## src/rtl/special_counter_gen.sv

```systemverilog
// Multi-mode sequencer: binary up/down, Gray and Johnson, with parallel load and terminal count.
// Define SPECIAL_COUNTER_SAT_EN to make the binary/Gray modes saturate instead of wrapping.
module special_counter_gen #(
  parameter int          WIDTH   = 3,
  parameter int unsigned MAX_VAL = 2**WIDTH-1
) (
  input  logic             CLK,
  input  logic             Reset,
  input  logic             Enable,
  input  logic [1:0]       Mode,
  input  logic             Load,
  input  logic [WIDTH-1:0] D,
  output logic [WIDTH-1:0] Q,
  output logic             TC
);

  localparam logic [WIDTH-1:0] MAX    = WIDTH'(MAX_VAL);
  localparam logic [WIDTH-1:0] ONE    = WIDTH'(1);
  localparam logic [WIDTH-1:0] J_WRAP = {1'b1, {(WIDTH-1){1'b0}}};
`ifdef SPECIAL_COUNTER_SAT_EN
  localparam logic SAT = 1'b1;
`else
  localparam logic SAT = 1'b0;
`endif

  logic [WIDTH-1:0] cnt, jr, cnt_nxt, jr_nxt, q_nxt;
  logic [1:0]       mode_r, mode_nxt;
  logic             wrap, mode_chg;

  assign mode_chg = (Mode != mode_r);

  always_comb begin
    case (mode_r)
      2'b01:   wrap = (cnt == '0);
      2'b11:   wrap = (jr == J_WRAP);
      default: wrap = (cnt == MAX);
    endcase
  end

  assign TC = Enable & Reset & ~Load & ~mode_chg & wrap;

  always_comb begin
    cnt_nxt  = cnt;
    jr_nxt   = jr;
    mode_nxt = mode_r;
    if (Load) begin
      cnt_nxt  = (D > MAX) ? MAX : D;
      jr_nxt   = D;
      mode_nxt = Mode;
    end else if (mode_chg) begin
      cnt_nxt  = '0;
      jr_nxt   = '0;
      mode_nxt = Mode;
    end else if (Enable) begin
      case (mode_r)
        2'b01: begin
          if (cnt == '0) cnt_nxt = SAT ? cnt : MAX;
          else           cnt_nxt = cnt - ONE;
        end
        2'b11: jr_nxt = {jr[WIDTH-2:0], ~jr[WIDTH-1]};
        default: begin
          if (cnt == MAX) cnt_nxt = SAT ? cnt : '0;
          else            cnt_nxt = cnt + ONE;
        end
      endcase
    end
  end

  // Q is registered from the post-edge state so it always matches the active encoding.
  always_comb begin
    case (mode_nxt)
      2'b10:   q_nxt = cnt_nxt ^ (cnt_nxt >> 1);
      2'b11:   q_nxt = jr_nxt;
      default: q_nxt = cnt_nxt;
    endcase
  end

  always_ff @(posedge CLK) begin
    if (!Reset) begin
      cnt    <= '0;
      jr     <= '0;
      mode_r <= Mode;
      Q      <= '0;
    end else begin
      cnt    <= cnt_nxt;
      jr     <= jr_nxt;
      mode_r <= mode_nxt;
      Q      <= q_nxt;
    end
  end

endmodule
```

## config.mk

```make
export PLATFORM = sky130hd
export DESIGN_NAME = special_counter_gen
export DESIGN_NICKNAME = d
export VERILOG_FILES = /design/src/rtl/special_counter_gen.sv
export SDC_FILE = /design/constraint.sdc
export NUM_CORES = 1
export LEC_CHECK = 0
export BUFFER_PORTS_ARGS = -buffer_cell sky130_fd_sc_hd__buf_2
export CAP_MARGIN = 30
export CELL_PAD_IN_SITES_DETAIL_PLACEMENT = 1
export CELL_PAD_IN_SITES_GLOBAL_PLACEMENT = 1
export CORE_UTILIZATION = 38
export CTS_BUF_LIST = sky130_fd_sc_hd__clkbuf_4
export DETAILED_ROUTE_END_ITERATION = 10
export PLACE_DENSITY_LB_ADDON = 0.1
export SYNTH_ARGS = -nofsm -noshare
export SYNTH_HDL_FRONTEND = slang
export SYNTH_SLANG_ARGS = --single-unit
export TNS_END_PERCENT = 5
```

## constraint.sdc

```tcl
create_clock -name CLK -period 1.8 [get_ports CLK]
set_input_delay 0.36 -clock CLK [delete_from_list [all_inputs] [get_ports CLK]]
set_output_delay 0.36 -clock CLK [all_outputs]
set_load 0.02 [all_outputs]
```

==> run metrics <==
Core Area 0.00176 mm^2; Layout area overhead 49.4%; final core utilization 62.2%; worst path bufs/invs 2; crit path DAT 1.48 ns; CP Launch Type flop; Leak Pwr 0.467 nW; max cap viols 0; fillers 203; syn_area_per_cell 8.96 um^2; Routed WL per cell 16.4 um; unrepaired setup endpoints after global routing yes; DRC Markers 0; Final Non-Filler Cells 130; dpl hpwl 1530 um; VDD IR-drop max 0.485 mV; placement row count 15; worst r2r path cells 7; CTS max path bufs 2; post-route minimum period 1.84 ns; GRT Residual Overflow 0; Max-slew headroom 77.1%; Clock transition at path regs 0.08 ns; DIE AREA 0.00211 mm^2; I/O Pins 13; Worst path max stage delay 0.38 ns; Tightest Pin Transition 0.343 ns; Post-Synthesis Cells 82; placed cell areas 880 um^2; most common cell after layout, fill and taps aside buf_2; ANT cells 0; Peak Freq 543 MHz; yosys warns 0; Root Buffer clkbuf_4; DIE WIDTH 46.0 um; Nets 119; Final GP Congestion 0.745; CTS hold repair buffers 0; vias in the first global route 676; Worst Path Required 1.44 ns; drt first pass iters 4; CP max FO 3; WS Path Type flop to output port; largest net degree at the start of global routing 10; post-place setup slack -0.0679 ns; violated checks setup timing; Via density 5.37; iteration-0 DRC count of the detailed router 5; CP endpoint kind output port; FF+latch count, synth 11; Setup-failing EPs final 2; Hold Path Depth 1; Power per Cell Area 597 mW/mm^2; CTS Buf Count 3; design area 0.00110 mm^2; clk_skew 0.00545 ns; synth unique cells 39; outcome finished, violations left; vias 698; # clock sinks 11; commonest non-fill, non-tap cells in the layout buf_2 (11), buf_4 (10), dfxtp_1 (8), nor2_1 (6); critical path's slowest cell dfxtp_4; antenna viol nets, final 0; period utilization 102%; H-tree lvl count 1; placed insts 124; fin. max-slew vios 0; Post-Syn Area 734 um^2; initial antenna violation count 0; die height 46.0 um; Setup WS post-layout -0.0400 ns; clk_lat worst skew 0.27 ns; register area share after synthesis 30.0%; syn nets 95; Cell Chain, Critical Path inv_4, ha_4, nor2b_4, and2b_1, o21ai_2, a21oi_2, buf_6; Largest delay share family, worst path flip-flops; CTS tree built; share of layout cells above drive strength 1 55.2%; final WL 2130 um; PortBufs 12; first-pass GRT wire length 3150 um; WHS 0.257 ns; Hold Vio Cnt, Final 0; Crit. path cell count 7; HP Class primary input to flop; gr usage total 22.3%; Starting Density 41.6%
## routing by layer
layer | GRT usage, % | share of wire, % | up-vias | wire (um)
li1 | - | - | 340 | -
met1 | 26.8 | 41 | 338 | 866
met2 | 37.2 | 55 | 12 | 1170
met3 | 4.76 | 2.3 | 8 | 49
met4 | 10.6 | 2.1 | 0 | 44
met5 | 0 | 0 | - | 0
## cell type report
cell class	instances	area, um^2	share of cell area (%)
Inverter	6	27.5	2.51
Sequential cell	11	231	21.1
Clock buffer	4	30.0	2.74
Tap cell	25	31.3	2.85
Multi-Input combinational cell	60	613	55.9
Timing Repair Buffer	24	164	14.9
## power by group
group          internal [mW]  switching (mW)  leakage [nW]  total, mW
clock                  0.101          0.0885        0.0184      0.189
sequential             0.256          0.0158        0.0927      0.272
combinational         0.0966          0.0968         0.356      0.193
total                  0.454           0.201         0.467      0.655
## what timing repair did
item                                    4_1_cts  5_1_grt
endpoints found under the setup margin        4        5
cloned                                        0        0
pin swaps                                     4       10
setup buffers                                 1        1
gates resized for setup                      11       28
## cells in the mapped netlist
cell type	n	share of area, %
o211ai_2	1	1.7
o31a_1	1	1.2
and2b_1	1	1.0
nor2_1	6	3.1
xor2_1	1	1.2
o221ai_1	1	1.2
nor2b_1	2	1.7
buf_2	1	0.68
a32oi_1	1	1.2
or3_1	2	1.7
and3b_2	1	1.4
and2_1	4	3.4
and4b_1	1	1.4
a22o_1	2	2.4
nor3_4	1	2.2
mux2i_1	1	1.4
a211oi_2	1	1.7
mux2_2	2	3.1
nor4bb_1	1	1.4
nand3_1	3	2.0
a311oi_1	1	1.2
nand3b_1	1	1.0
clkbuf_1	2	1.0
dfxtp_1	11	30
a2bb2oi_1	2	2.4
a21oi_1	2	1.4
nand2_1	3	1.5
and3_1	1	0.85
o21ai_0	6	4.1
a32oi_2	1	2.2
or3b_1	1	1.2
clkbuf_2	1	0.68
ha_1	4	6.8
buf_6	1	1.5
nand2b_1	2	1.7
a31o_2	1	1.2
inv_1	6	3.1
a211oi_1	1	1.0
xor2_2	1	2.2
## sequential cells by signal, summed over array words and instances (netlist names)
register,cells
cnt,3
jr,3
Q,3
mode_r,2
## kinds of logic (layout without fill, tap and decap cells)
kind of cell / Yosys count / in the layout / share of synthesized area [%]
XOR/XNOR: 2 / 2 / 3.41
AND/OR/NAND/NOR: 30 / 30 / 25.6
AO/OA/AOI/OAI: 21 / 21 / 22.8
flip-flops: 11 / 11 / 30.0
buffers and inverters: 11 / 34 / 6.98
multiplexers: 3 / 3 / 4.43
adder cells (fa/ha/maj): 4 / 4 / 6.81
## worst paths after layout
check,start,end,slack (ns)
worst min-delay path,Mode[0],mode_r[0],0.26
worst min register to register,jr[2],jr[0],0.68
worst max register to register,cnt[0],Q[1],-0.01
worst max-delay path,cnt[0],TC,-0.04
## per-stage QoR
step / total power, mW / setup TNS [ns]
after global routing: 0.690 / -0.289
after floorplan: 0.365 / 0
after CTS: 0.622 / -0.0361
after detailed placement: 0.423 / -0.137
after global placement: 0.420 / -0.0104
final: 0.655 / -0.0538
(Power assumes the default switching activity.)
